--- src/rtl/gpr_wb_ctrl.sv ---
// gpr_wb_ctrl -- writeback controller for the GPR file write port.
//
// Merges two result sources onto the single GPR write port:
//   * fast port: the single-cycle pipeline result, which the pipeline holds
//     steady while fw_stall_O is high.
//   * slow port: multi-cycle unit results (mult/div/mfhi/mflo), buffered in
//     a DEPTH-entry FIFO and written back in arrival order.
// A pending-register scoreboard (pending_O) lets decode stall on RAW hazards
// against results still owed by the slow units.
//
// Ports
//   clk_I, clr_n_I           clock, asynchronous active-low reset
//   fw_valid_I/reg_I/data_I  fast result; fw_stall_O = not taken this cycle
//   sw_valid_I/reg_I/data_I  slow result; accepted when sw_ready_O is high
//   rsv_valid_I/rsv_reg_I    decode reserves a register for a slow op
//   pending_O                bit r set = slow write to r outstanding
//   RegWrite_O/Wreg_O/WD_O   registered GPR write port (GPR latches on negedge)
//
// Handshake: a slow result transfers on a posedge where sw_valid_I and
// sw_ready_O are both high; the producer must hold sw_* stable otherwise.
// The fast result transfers on any posedge where fw_valid_I is high and
// fw_stall_O is low; when stalled, the pipeline holds fw_* stable.
module gpr_wb_ctrl #(
    parameter int unsigned DEPTH      = 4,
    parameter int unsigned STARVE_MAX = 3
) (
    input  logic        clk_I,
    input  logic        clr_n_I,
    input  logic        fw_valid_I,
    input  logic [4:0]  fw_reg_I,
    input  logic [31:0] fw_data_I,
    output logic        fw_stall_O,
    input  logic        sw_valid_I,
    output logic        sw_ready_O,
    input  logic [4:0]  sw_reg_I,
    input  logic [31:0] sw_data_I,
    input  logic        rsv_valid_I,
    input  logic [4:0]  rsv_reg_I,
    output logic [31:0] pending_O,
    output logic        RegWrite_O,
    output logic [4:0]  Wreg_O,
    output logic [31:0] WD_O
);
    localparam int unsigned AW = $clog2(DEPTH);
    localparam int unsigned SW = (STARVE_MAX < 1) ? 1 : $clog2(STARVE_MAX + 1);
    localparam logic [SW-1:0] STARVE_LIM = SW'(STARVE_MAX);

    // FIFO: pointers carry one extra wrap bit so full and empty differ.
    logic [AW:0]   wr_ptr_q, wr_ptr_d;
    logic [AW:0]   rd_ptr_q, rd_ptr_d;
    logic [36:0]   mem_q [DEPTH];
    logic [36:0]   head;
    logic [4:0]    head_reg;
    logic          empty, full, full_d;
    logic          push, pop;

    logic          slow_win, fast_win;
    logic [SW-1:0] starve_q, starve_d;
    logic [31:0]   pend_q, pend_d;
    logic          ready_q;

    logic          regwrite_q, regwrite_d;
    logic [4:0]    wreg_q, wreg_d;
    logic [31:0]   wd_q, wd_d;

    assign empty    = (wr_ptr_q == rd_ptr_q);
    assign full     = (wr_ptr_q[AW] != rd_ptr_q[AW]) &&
                      (wr_ptr_q[AW-1:0] == rd_ptr_q[AW-1:0]);
    assign head     = mem_q[rd_ptr_q[AW-1:0]];
    assign head_reg = head[36:32];

    // Slow results win when the FIFO is full, when the fast port has had
    // STARVE_MAX consecutive wins over a non-empty FIFO, or when fast is idle.
    assign slow_win = !empty && (full || (starve_q == STARVE_LIM) || !fw_valid_I);
    assign fast_win = fw_valid_I && !slow_win;
    assign pop      = slow_win;
    // ready_q is registered from the next pointer state, so a pop in the same
    // cycle never opens a slot in a full FIFO.
    assign push     = sw_valid_I && ready_q;

    assign fw_stall_O = fw_valid_I && slow_win;
    assign sw_ready_O = ready_q;
    assign pending_O  = pend_q;
    assign RegWrite_O = regwrite_q;
    assign Wreg_O     = wreg_q;
    assign WD_O       = wd_q;

    always_comb begin
        wr_ptr_d   = wr_ptr_q;
        rd_ptr_d   = rd_ptr_q;
        pend_d     = pend_q;
        regwrite_d = 1'b0;
        wreg_d     = wreg_q;
        wd_d       = wd_q;
        starve_d   = '0;

        if (push) wr_ptr_d = wr_ptr_q + (AW+1)'(1);
        if (pop)  rd_ptr_d = rd_ptr_q + (AW+1)'(1);

        // A write to $0 still consumes the slot but never enables the GPR.
        if (slow_win) begin
            regwrite_d = (head_reg != 5'd0);
            wreg_d     = head_reg;
            wd_d       = head[31:0];
            pend_d[head_reg] = 1'b0;
        end else if (fast_win) begin
            regwrite_d = (fw_reg_I != 5'd0);
            wreg_d     = fw_reg_I;
            wd_d       = fw_data_I;
        end

        // Count only fast wins that bypass a waiting slow result.
        if (fast_win && !empty) begin
            starve_d = (starve_q == STARVE_LIM) ? starve_q : starve_q + SW'(1);
        end

        // A reservation applied after the pop-clear makes set win on a tie.
        if (rsv_valid_I && (rsv_reg_I != 5'd0)) pend_d[rsv_reg_I] = 1'b1;

        full_d = (wr_ptr_d[AW] != rd_ptr_d[AW]) &&
                 (wr_ptr_d[AW-1:0] == rd_ptr_d[AW-1:0]);
    end

    always_ff @(posedge clk_I or negedge clr_n_I) begin
        if (!clr_n_I) begin
            wr_ptr_q   <= '0;
            rd_ptr_q   <= '0;
            starve_q   <= '0;
            pend_q     <= '0;
            ready_q    <= 1'b0;
            regwrite_q <= 1'b0;
            wreg_q     <= '0;
            wd_q       <= '0;
        end else begin
            wr_ptr_q   <= wr_ptr_d;
            rd_ptr_q   <= rd_ptr_d;
            starve_q   <= starve_d;
            pend_q     <= pend_d;
            ready_q    <= !full_d;
            regwrite_q <= regwrite_d;
            wreg_q     <= wreg_d;
            wd_q       <= wd_d;
        end
    end

    // Entry storage needs no reset: occupancy is tracked by the pointers.
    always_ff @(posedge clk_I) begin
        if (push) mem_q[wr_ptr_q[AW-1:0]] <= {sw_reg_I, sw_data_I};
    end

endmodule

--- config.mk ---
export PLATFORM = sky130hd
export DESIGN_NAME = gpr_wb_ctrl
export DESIGN_NICKNAME = d
export VERILOG_FILES = /design/src/rtl/gpr_wb_ctrl.sv
export SDC_FILE = /design/constraint.sdc
export NUM_CORES = 1
export LEC_CHECK = 0
export CAP_MARGIN = 20
export CORE_ASPECT_RATIO = 0.6
export CORE_MARGIN = 2
export CORE_UTILIZATION = 48
export CTS_BUF_LIST = sky130_fd_sc_hd__clkbuf_4 sky130_fd_sc_hd__clkbuf_8
export DETAILED_ROUTE_END_ITERATION = 7
export GPL_TIMING_DRIVEN = 1
export PLACE_DENSITY = 0.76
export SLEW_MARGIN = 20
export SYNTH_ARGS = -nofsm -noshare
export SYNTH_HDL_FRONTEND = slang
export SYNTH_SLANG_ARGS = --single-unit
--- constraint.sdc ---
create_clock -name clk_I -period 3.5 [get_ports clk_I]
set_input_delay 0.525 -clock clk_I [delete_from_list [all_inputs] [get_ports clk_I]]
set_output_delay 0.525 -clock clk_I [all_outputs]
set_load 0.01 [all_outputs]
# Yosys cells after proc, flatten, opt, wreduce, memory -nomap -nowiden
# Memories as Yosys holds them, arrays and structs flattened.
# Cells that the tools add are included.
# word_totals
register_bits	79
latchBits	0
ram_bits	148
rom_bits	0
input_bits	84
out_inout_bits	72
wordCells	64
n_memories	1
# mem_list
name	depth	width	rd	rd_ports_with_merged_regs	wr	line_no	text
mem_q	4	37	1	0	1	51	logic [36:0] mem_q [DEPTH];
# op_classes
n_addsub	3
n_mul	0
div_mod_pow	0
n_lt_le_gt_ge	4
eq_ne	7
n_shift	0
n_mux	18
bitwise	3
n_reduce_logical	20
# ops
operator	n
$mux W32	4
$and A32 B32 Y32	1
$not A32 Y32	1
$or A32 B32 Y32	1
$reduce_bool A5 Y1	3
$lt A5 B6 Y1 const B	2
$demux W1 S5	2
$ge A5 B1 Y1 const B	2
$logic_and A1 B1 Y1	10
$mux W5	2
$add A3 B1 Y3 const B	2
$mux W1	6
$mux W3	2
$eq A2 B2 Y1	2
$logic_not A1 Y1	4
$mux W2	2
$eq A3 B3 Y1	1
$add A2 B1 Y2 const B	1
$eq A2 B2 Y1 const B	1
$logic_or A1 B1 Y1	2
$ne A1 B1 Y1	2
$ne A2 B2 Y1 const B	1
$reduce_bool A2 Y1	1

# Logic depth before layout (Yosys ltp)
# Gate-level depths: netlist (run 1).
# An unclocked memory read counts as a cell.
# depth
word_depth	10
ltp_mapped	10
ltp_nobuf	6

# Least setup slack after synthesis (run 1)
# Ideal clock, no wire load.
# synth_path
path_type	reg2reg
start	register wr_ptr_q[0]
end	register ready_q, in the netlist sw_ready_O
setup_ps	139
t_arrival_ps	2471
t_required_ps	3361
path_slack_ps	891
path_stages_with_launch	6
n_path_buf	1
synth_period_minus_slack_ps	2609
cell_sequence	dfrtp_1 ha_1 and3_1 clkbuf_1 xnor2_1 or4b_1
# synth_via
elab_chain_len	9
word_cells_on_any_way	14
classes_between	add/sub (1); eq/ne (4); mux (2); reduce/logical (7)
# synth_rtl
element	line_no	text
start: declaration	49	logic [AW:0] wr_ptr_q, wr_ptr_d;
start signal: assignment	135	wr_ptr_q <= wr_ptr_d;
$eq A2 B2 Y1	68	(wr_ptr_q[AW-1:0] == rd_ptr_q[AW-1:0]);
$logic_and A1 B1 Y1	67	assign full = (wr_ptr_q[AW] != rd_ptr_q[AW]) &&
$logic_or A1 B1 Y1 (2 in a row)	74	assign slow_win = !empty && (full || (starve_q == STARVE_LIM) || !fw_valid_I);
$logic_and A1 B1 Y1	74	
$mux W3	98	if (pop) rd_ptr_d = rd_ptr_q + (AW+1)'(1);
$eq A2 B2 Y1 / $ne A1 B1 Y1 (equally long branches)	121, 120	
$logic_and A1 B1 Y1 *	120	full_d = (wr_ptr_d[AW] != rd_ptr_d[AW]) &&
$logic_not A1 Y1 *	139	ready_q <= !full_d;
end signal: assignment	139	
end: declaration	60	logic ready_q;
# Mark *: on every way between the ends. The rest lies on a longest branch, timed or not.
# A chain may end at the register's enable or synchronous reset.

# Worst setup path after layout (run 1)
# layout_path
start	register wr_ptr_q[1]
end	output port fw_stall_O
# layout_via
elab_chain_len	6
word_cells_on_any_way	8
classes_between	eq/ne (2); reduce/logical (6)
# layout_rtl
element	line_no	text
$eq A2 B2 Y1	68	
$logic_and A1 B1 Y1	67	
$logic_or A1 B1 Y1 (2 in a row)	74	
$logic_and A1 B1 Y1 *	74	
$logic_and A1 B1 Y1 *	81	assign fw_stall_O = fw_valid_I && slow_win;
end: declaration	32	output logic fw_stall_O,
# Marks and branches as above.

==> summary.md, run 1 <==
| Metric | Value |
|---|---|
| Power share of the combinational group | between 30% and 40% |
| DR pass1 iterations | 5 |
| Yosys reg bits | approximately 230 |
| Top cell types by occurrence after synthesis | edfxtp_1, o21ai_0, dfrtp_1 |
| Via/cell ratio | between 5 and 6 |
| Yosys cell types | 38 |
| Rows | 38 |
| RSZ-0062 raised after global routing | false |
| Syn Std Cell Area | roughly 9000 um^2 |
| Largest stage delay on the critical path | between 0.5 and 0.6 ns |
| Antenna violations before repair | 1 |
| Pin count of the biggest net entering global routing | 80 |
| Min-Delay Path Class | input pin to asynchronous set/reset pin |
| CTS resizes | 0 |
| Final setup fails | 0 |
| Final min period | roughly 3.1 ns |
| FMAX | ~320 MHz |
| Syn Area/Cell | around 16 um^2 |
| Top cell type's share of synthesized area | between 40% and 50% |
| Die Footprint | between 15000 and 20000 um^2 |
| Relative slew slack | 45.4% |
| Power Density | approximately 900 nW/um^2 |
| Final TNS setup | 0 ns |
| Cells after DPL | about 920 |
| Share of layout cells above drive strength 1 | 16.1% |
| Post-synth EDFFs | 148 |
| Most used flip-flop cell after synthesis | edfxtp_1 |
| CP endpoint kind | output port |
| CTS tree | yes |
| Worst Path Arrival | ~2.6 ns |
| CP max-delay cell | o21ai_1 |
| Pint | between 6000 and 7000 uW |
| Critical path launch point | wr_ptr_q[1] |
| CTS root buf | clkbuf_8 |
| Placer congestion estimate | approximately 0.9 |
| Syn_nets | 634 |
| Routed WL | 20.9 mm |
| Leakage | 0.00419 uW |
| Synth top area cells | edfxtp_1, dfrtp_1, mux4_2 |
| H-tree Lvls | 2 |
| Clk slew on worst S/H paths | approximately 0.07 ns |
| Most common cell in the netlist | edfxtp_1 |
| Non-filler instance count after layout | about 990 |
| CP Buf/Inv Count | 1 |
| CP cell instances | xor2_1 > o21ai_1 > and3_1 > clkdlybuf4s50_1 |
| Final Skew | between 0.02 and 0.025 ns |
| IO Port Bufs | between 150 and 200 |
| Seq/Total Area, Yosys | between 70 and 80% |
| Period utilization | between 80% and 90% |
| Critical Path RT | around 3.0 ns |
| Startpoint types | flop |
| Worst-Margin Slew | 0.820 ns |
| DP Area | about 11000 um^2 |
| Switching portion of total power | between 30% and 40% |
| Cells after Synth | approximately 540 |
| Vias in the first global route | roughly 5.7k |
| Die Y | ~110 um |
| Dominant cell type by area after synthesis | edfxtp_1 |
| Tot GR Track Use | 20.9% |
| Final Hold Viols | 0 |
| WL/cell | 21.2 um |
| Post-route ant nets | 0 |
| Part of the power in registers | approximately two fifths |
| Final Power | between 10000 and 15000 uW |
| CP Class | flop to output port |
| Initial Util | a little under 50% |
| Switching Power | between 3000 and 4000 uW |
| Vias | between 5k and 6k |
| DR iter-0 viols | 540 |
| Clk sinks | roughly 230 |
| Post-CTS setup buffers | 0 |
| Worst skew pair latency | 0.49 ns |
| Outcome | completed |
| Reg2reg start | rd_ptr_q[0] |
| Syn-to-layout area delta | 28.4% |
| First-pass GRT wire length | between 30 and 40 mm |
| Overflow left after global routing | 0 |
| I/O Pins | approximately 160 |
| Final max-slew violation count | 0 |
| Peak VDD IR | 0.458 mV |
| CP max FO | 11 |
| Max_cap viols | 0 |
| Final HPWL from detailed placement | 13.8 mm |
| Post-route DRC | 0 |
| Cts hold-fix bufs | 0 |
| Die W | between 150 and 200 um |
| Crit path max-delay family | compound AO/OA/AOI/OAI gates |
| Post-synthesis async set-or-reset flop share | a little over a third |
| Max Root-Sink Buffers | 3 |
| CTS buffer count | 34 |
| Ys Warns | 0 |
| Core area | approximately 18000 um^2 |
| Nets@finish | about 810 |
| Clock power frac | a little over a fifth |
| Final instance area | between 10000 and 15000 um^2 |
state kept, by name, summed over array words and instances, names as in the netlist:
signal	count
Wreg_O	5
wr_ptr_q	3
RegWrite_O	1
WD_O	32
sw_ready_O	1
mem_q	148
rd_ptr_q	3
starve_q	2
pending_O	32
cell usage in the layout, fill, tap and decap left out, types with 8 or more instances in the layout:
master           instances
buf_4                    8
clkbuf_4                11
clkbuf_8                39
clkdlybuf4s50_1        154
clkinv_2                 8
dfrtp_1                 77
edfxtp_1               148
mux2i_1                 37
mux4_2                  37
nand2_1                 43
o21ai_0                 99
kinds of logic after synthesis:
logic type,share of synthesized area [%]
AO/OA/AOI/OAI,6.22
XOR/XNOR,1.13
adder cells (fa/ha/maj),0.839
buffers and inverters,1.48
flip-flops,71.7
multiplexers,13.6
AND/OR/NAND/NOR,5.00
layout make-up:
type                            count  area [um^2]
Fill cell                        1298         6670
Sequential cell                   227         6420
Clock buffer                       50          619
Timing Repair Buffer              164         1630
Multi-Input combinational cell    287         2410
Antenna cell                        1         2.50
Inverter                            5         18.8
Tap cell                          240          300
Clock inverter                     12         81.3
power by group through the flow:
stage | registers, uW | clock network, uW | logic, uW
detailed placement | 4100 | 0 | 4110
floorplan | 4220 | 0 | 2250
CTS | 4060 | 2240 | 4120
finish | 4060 | 2200 | 4100
global placement | 4050 | 0 | 3940
global route | 4130 | 2370 | 4440
metal layers:
| metal | part of all wire [%] | GRT usage [%] | up-vias | wire (um) |
|---|---|---|---|---|
| met1 | 45 | 29.7 | 2781 | 9350 |
| li1 | - | - | 2449 | - |
| met2 | 45 | 32.1 | 258 | 9450 |
| met5 | 0 | 0 | - | 0 |
| met4 | 1.2 | 5.24 | 0 | 252 |
| met3 | 8.7 | 6.36 | 29 | 1810 |
final timing paths:
kind,slack (ns),end,cells after the start
setup / recovery,0.37,fw_stall_O,4
hold reg to reg,0.46,starve_q[0],1
max in group asynchronous,2.87,rd_ptr_q[1],1
hold / removal,0.09,pending_O[20],1
setup reg to reg,0.56,pending_O[30],6
min in group clk_I,0.46,starve_q[0],1
per-stage QoR:
step                utilization [%]  setup slack, ns  hold slack [ns]
floorplan                         -            0.891            0.229
global placement               59.4            0.508            0.423
detailed placement             59.4            0.419            0.452
CTS                            63.2           0.0581            0.264
global route                   63.2            0.218            0.135
finish                         63.3            0.369           0.0851
Note: power is estimated with default switching activity, not from simulation.
==> inputs of run 2 (changes only) <==
CORE_ASPECT_RATIO = unset   (was 0.6)
==> run 2 against run 1 <==
Via count shrank 2.4%. Count of clock-buffer cells in the layout grew 6. Power increased by 2.0%. Critical path type unchanged. Sequential share of layout area fell by 0.63 points. Flip-flop and latch count did not move. Routed wire length down 7.2%. Die area down 0.18%. Design area grew 1.1%. Critical path depth unchanged. First-iteration DRC count down 38%.
==> summary.md, run 2 (synthesis results as in run 1) <==
| Metric | Value |
|---|---|
| Outcome | completed |
| Clk slew on worst S/H paths | 0.06 ns (about the same) |
| Clk sinks | 227 (unchanged) |
| First-pass GRT wire length | 30.9 mm (-1.9%) |
| Post-route ant nets | 0 (unchanged) |
| Max FFs per register | 148 (unchanged) |
| Final setup fails | 0 (unchanged) |
| Period utilization | 85.9% (-3.6 points) |
| Final min period | 3.01 ns (-0.124 ns) |
| Final HPWL from detailed placement | 12.5 mm (-9.2%) |
| DR pass1 iterations | 4 (-1) |
| CP Buf/Inv Count | 1 (unchanged) |
| Routed WL | 19.4 mm (-7.2%) |
| Tot GR Track Use | 20.3% (-0.63 points) |
| Min-Delay Path Class | input pin to asynchronous set/reset pin |
| CP max FO | 9 (-2) |
| Critical Path RT | 2.97 ns (about the same) |
| Placer congestion estimate | 0.849 (-3.0%) |
| Worst skew pair latency | 0.51 ns (+0.02 ns) |
| Via/cell ratio | 5.49 (-1.9%) |
| Final max-slew violation count | 0 (unchanged) |
| Share of layout cells above drive strength 1 | 16.8% (+0.65 points) |
| CP max-delay cell | clkdlybuf4s50_1 |
| Commonest non-fill, non-tap cells in the layout | clkdlybuf4s50_1, edfxtp_1, o21ai_0 |
| Final TNS setup | 0 ns (unchanged) |
| Largest stage delay on the critical path | 0.53 ns (-0.04 ns) |
| Worst Path Arrival | 2.48 ns (-0.13 ns) |
| Peak VDD IR | 0.613 mV (+34%) |
| Rows | 49 (+29%) |
| I/O Pins | 156 (unchanged) |
| Most common cell after layout, fill and taps aside | clkdlybuf4s50_1 |
| CTS resizes | 0 (unchanged) |
| Diodes inserted | 0 (-1) |
| Non-filler instance count after layout | 981 (-0.51%) |
| CP Class | flop to output port |
| CP cell instances | xor2_1 > or3_1 > and3_1 > clkdlybuf4s50_1 |
| CTS tree | yes |
| CP endpoint kind | output port |
| Antenna violations before repair | 0 (-1) |
| IO Port Bufs | 155 (unchanged) |
| Final Hold Viols | 0 (unchanged) |
| FMAX | 333 MHz (+4.1%) |
| Die Y | 141 um (+28%) |
| Crit path max-delay family | simple AND/OR/NAND/NOR gates |
| Startpoint types | flop |
| Max Root-Sink Buffers | 3 (unchanged) |
| Overflow left after global routing | 0 (unchanged) |
| RSZ-0062 raised after global routing | false |
| Syn-to-layout area delta | 29.8% |
| Relative slew slack | 49.8% (+4.4 points) |
| H-tree Lvls | 2 (unchanged) |
| Fin util | 64.0% (+0.78 points) |
| Die W | 141 um (-22%) |
| Worst-Margin Slew | 0.753 ns (-0.0667 ns) |
| Max_cap viols | 0 (unchanged) |
| Die Footprint | 19800 um^2 (-0.18%) |
| Cts hold-fix bufs | 0 (unchanged) |
| Post-CTS setup buffers | 0 (unchanged) |
| WL/cell | 19.7 um (-6.8%) |
| DR iter-0 viols | 337 (-38%) |
| Vias | 5386 (-2.4%) |
| Final Skew | 0.0109 ns (-0.0112 ns) |
| Nets@finish | 814 (+0.62%) |
| CTS root buf | clkbuf_8 |
| Post-route DRC | 0 (unchanged) |
| Core area | 18100 um^2 (about the same) |
| Initial Util | 49.3% (about the same) |
| Power Density | 909 nW/um^2 (+0.81%) |
| CTS buffer count | 36 (+5.9%) |
| Vias in the first global route | 5641 (-0.27%) |
| Leakage | 0.00426 uW (+1.6%) |
| Pin count of the biggest net entering global routing | 80 (unchanged) |
| Cells after DPL | 915 (-0.87%) |
| Fillers | 1322 (+1.8%) |
-- run 2: cell types whose count changed in the layout (fill, tap and decap cells not counted) --
cell       previous run  this run
clkinv_1              3         4
o21ai_0              99       100
diode_2               1         0
bufinv_16             1         2
buf_4                 8        11
clkinv_2              8         3
clkbuf_4             11         7
inv_6                 0         1
clkbuf_8             39        49
o21ai_1               1         0
-- run 2: power breakdown --
group / internal, uW / switching, uW
Combinational: 1990 / 2040
Clock: 1480 / 1000
Sequential: 3700 / 352
-- run 2: worst register-to-register path: stages, from the launching register on --
cell	delay, ns
dfrtp_2	0.36
buf_4	0.48
mux4_2	0.50
inv_1	0.10
nand4_1	0.37
o21ai_0	0.32
o21ai_0	0.14
-- run 2: metal layers --
| metal | share of wire [%] | wire, um | GRT usage [%] |
|---|---|---|---|
| met1 | 42 | 8070 | 26.3 |
| met2 | 50 | 9580 | 34.5 |
| met3 | 7.3 | 1410 | 4.99 |
| met4 | 1.5 | 289 | 5.95 |
| met5 | 0 | 0 | 0 |
-- run 2: path summary, 6_finish.rpt --
path | cells after the start | from | slack [ns] | to
min reg2reg | 1 | starve_q[0] | 0.45 | starve_q[0]
min in group clk_I | 1 | starve_q[0] | 0.45 | starve_q[0]
min | 1 | clr_n_I | 0.07 | pending_O[18]
max in group asynchronous | 1 | clr_n_I | 2.89 | rd_ptr_q[0]
max reg2reg | 6 | rd_ptr_q[1] | 1.08 | pending_O[6]
max | 4 | wr_ptr_q[1] | 0.49 | fw_stall_O
-- run 2: per-stage QoR --
stage	worst slack, ns	area, um^2	hold WS, ns	total power (uW)
global route	0.389	11600	0.124	11200
finish	0.494	11600	0.0684	10600
CTS	0.490	11600	0.234	10700
floorplan	0.891	8950	0.229	6460
global placement	0.911	10800	0.421	8020
detailed placement	0.833	10800	0.444	8170
-- run 2: cell type report --
type                            instances  area [um^2]  area share, %
Timing Repair Buffer                  167         1660           14.2
Clock buffer                           56          727           6.26
Inverter                                5         18.8          0.162
Clock inverter                         10         98.8          0.851
Sequential cell                       227         6420           55.3
Multi-Input combinational cell        287         2410           20.7
Tap cell                              229          287           2.47
==> inputs of run 3 (changes only) <==
ABC_AREA = 1   (was unset)
PLACE_DENSITY = 0.75   (was 0.76)
==> run 3 against run 2 <==
Via count grew 27%. Worst hold slack worse by 0.024 ns. Worst setup slack lost 0.0048 ns. Global-route usage grew 0.89 points. Power is 0.38% lower. First-iteration DRC count is 36% higher. Synthesized cell count grew 58%. Critical path depth up 3. Highest routed layer unchanged. Critical path type unchanged. Design area increased by 2.4%. Critical endpoint unchanged.
==> summary.md, run 3 <==
| Metric | Value |
|---|---|
| Fin util | 63.2% (-0.81 points) |
| Leakage | 0.00463 uW (+8.7%) |
| Post-route DRC | 0 (unchanged) |
| CTS buffer count | 38 (+5.6%) |
| Antenna violations before repair | 0 (unchanged) |
| Nets@finish | 1119 (+37%) |
| Worst Path Arrival | 2.49 ns (about the same) |
| DR iter-0 viols | 458 (+36%) |
| Hold slack | 0.0446 ns (-0.0238 ns) |
| Final setup fails | 0 (unchanged) |
| Peak VDD IR | 0.454 mV (-26%) |
| Vias in the first global route | 6515 (+15%) |
| Placer congestion estimate | 0.803 (-5.4%) |
| FMAX | 332 MHz (-0.16%) |
| Routed WL | 21.5 mm (+11%) |
| Final HPWL from detailed placement | 13.2 mm (+5.5%) |
| Most used flip-flop cell after synthesis | edfxtp_1 |
| Worst-Margin Slew | 0.973 ns (+0.220 ns) |
| Power share of the combinational group | 38.7% (+0.6 points) |
| Worst skew pair latency | 0.52 ns (about the same) |
| Final Hold Viols | 0 (unchanged) |
| Power Density | 884 nW/um^2 (-2.8%) |
| CP endpoint kind | output port |
| Post-CTS setup buffers | 0 (unchanged) |
| Syn Area/Cell | 10.8 um^2 (-34%) |
| Top cell types by occurrence after synthesis | nand2_1, nor2_1, edfxtp_1 |
| Syn_nets | 951 (+50%) |
| CTS root buf | clkbuf_8 |
| Final Skew | 0.00950 ns (-0.00137 ns) |
| Outcome | completed |
| Yosys reg bits | 227 (unchanged) |
| RSZ-0062 raised after global routing | false |
| Core area | 18800 um^2 (+3.8%) |
| Cts hold-fix bufs | 0 (unchanged) |
| CP max FO | 25 (+16) |
| Die Y | 143 um (+1.8%) |
| Min-Delay Path Class | input pin to asynchronous set/reset pin |
| Startpoint types | flop |
| Clk slew on worst S/H paths | 0.06 ns (about the same) |
| Diodes inserted | 0 (unchanged) |
| Fillers | 1487 (+12%) |
| Relative slew slack | 34.6% (-15 points) |
| WL/cell | 16.3 um (-17%) |
| Final min period | 3.01 ns (+0.00478 ns) |
| Final TNS setup | 0 ns (unchanged) |
| Switching Power | 3860 uW (+14%) |
| Overflow left after global routing | 0 (unchanged) |
| Clock power frac | 22.8% (-0.7 points) |
| H-tree Lvls | 2 (unchanged) |
| Period utilization | 86.0% (+0.14 points) |
| Die W | 143 um (+1.8%) |
| Rows | 50 (+2.0%) |
| Synth top area cells | edfxtp_1, dfrtp_1, nand2_1 |
| First-pass GRT wire length | 33.4 mm (+8.1%) |
| Syn Std Cell Area | 9280 um^2 (+3.7%) |
| Cells after Synth | 861 (+58%) |
| Via/cell ratio | 5.18 (-5.7%) |
| Initial Util | 49.3% (about the same) |
| Die Footprint | 20500 um^2 (+3.6%) |
| Syn-to-layout area delta | 28.3% |
| Max_cap viols | 0 (unchanged) |
| Most common cell in the netlist | nand2_1 |
| Pin count of the biggest net entering global routing | 80 (unchanged) |
| Pint | 6660 uW (-7.0%) |
| Dominant cell type by area after synthesis | edfxtp_1 |
| Seq/Total Area, Yosys | 69.2% (-2.5 points) |
| CTS resizes | 0 (unchanged) |
| Post-synth EDFFs | 148 (unchanged) |
| CP Class | flop to output port |
| Commonest non-fill, non-tap cells in the layout | nand2_1, clkdlybuf4s50_1, nor2_1 |
| Max FFs per register | 148 (unchanged) |
| Yosys cell types | 28 (-26%) |
| Most common cell after layout, fill and taps aside | nand2_1 |
| IO Port Bufs | 155 (unchanged) |
| Vias | 6826 (+27%) |
| Reg area | 6420 um^2 (unchanged) |
| Area of the multi-input gates | 2560 um^2 (+6.3%) |
| Post-route ant nets | 0 (unchanged) |
| Post-synthesis async set-or-reset flop share | 34.8% (unchanged) |
| Max Root-Sink Buffers | 3 (unchanged) |
| Switching portion of total power | 36.7% (+4.5 points) |
| Part of the power in registers | 38.5% (about the same) |
| DR pass1 iterations | 5 (+1) |
| Clk sinks | 227 (unchanged) |
| Critical Path RT | 2.97 ns (about the same) |
| Share of layout cells above drive strength 1 | 8.79% (-8.0 points) |
| Tot GR Track Use | 21.2% (+0.89 points) |
| I/O Pins | 156 (unchanged) |
| Final max-slew violation count | 0 (unchanged) |
| CTS tree | yes |
| Top cell type's share of synthesized area | 47.9% (-1.8 points) |
| Ys Warns | 0 (unchanged) |
==> run 3: worst paths after layout <==
kind,start,to,slack [ns],cells after the start
worst min-delay path,clr_n_I,pending_O[8],0.04,1
max in group asynchronous,clr_n_I,rd_ptr_q[0],2.88,1
worst max-delay path,rd_ptr_q[0],fw_stall_O,0.49,7
min in group clk_I,starve_q[0],starve_q[0],0.44,1
worst max register to register,rd_ptr_q[0],pending_O[6],1.02,9
worst min register to register,starve_q[0],starve_q[0],0.44,1
==> run 3: area by class of cell <==
class,count,share of cell area (%)
clock buffer,53,5.87
clock inverter,16,0.830
inverter,32,1.03
multi-input combinational,564,21.5
sequential,227,54.0
tap,260,2.73
timing repair buffer,166,14.1
==> run 3: worst max-delay path, stage by stage, from the launching register on <==
cell and delay, ns:
dfrtp_2 0.64, nand2_1 0.13, nand2_2 0.13, nand2_2 0.07
nand2_4 0.10, nand2_4 0.20, nor2_1 0.15, clkdlybuf4s50_1 0.55
==> run 3: cell families after synthesis <==
family	Yosys count	share of synthesized area, %
compound gates	172	9.75
xor+xnor	3	0.283
fa+ha+maj	6	0.809
buf+inv	70	3.42
flops	227	69.2
simple gates	383	16.5
==> run 3: per-stage QoR <==
step	cells	setup slack, ns	power (uW)	cell area (um^2)
3_5_place_dp	1249	0.809	8190	11100
2_1_floorplan	861	0.811	6450	9280
3_3_place_gp	1249	0.825	8070	11100
6_report	1318	0.489	10500	11900
4_1_cts	1318	0.466	10600	11900
5_1_grt	1318	0.310	11200	11900
==> run 3: metal layers <==
| layer | up-vias | GRT usage [%] | part of all wire, % |
|---|---|---|---|
| li1 | 3299 | - | - |
| met1 | 3287 | 28.2 | 43 |
| met2 | 209 | 35.6 | 49 |
| met3 | 31 | 4.16 | 5.7 |
| met4 | 0 | 6.10 | 1.9 |
| met5 | - | 0 | 0 |
==> run 3: power by group through the flow <==
stage | Sequential (uW) | Clock (uW) | Combinational (uW)
after floorplan | 4220 | 0 | 2230
after global placement | 4090 | 0 | 3980
after detailed placement | 4100 | 0 | 4080
after CTS | 4060 | 2440 | 4100
after global routing | 4130 | 2560 | 4530
final | 4050 | 2400 | 4070
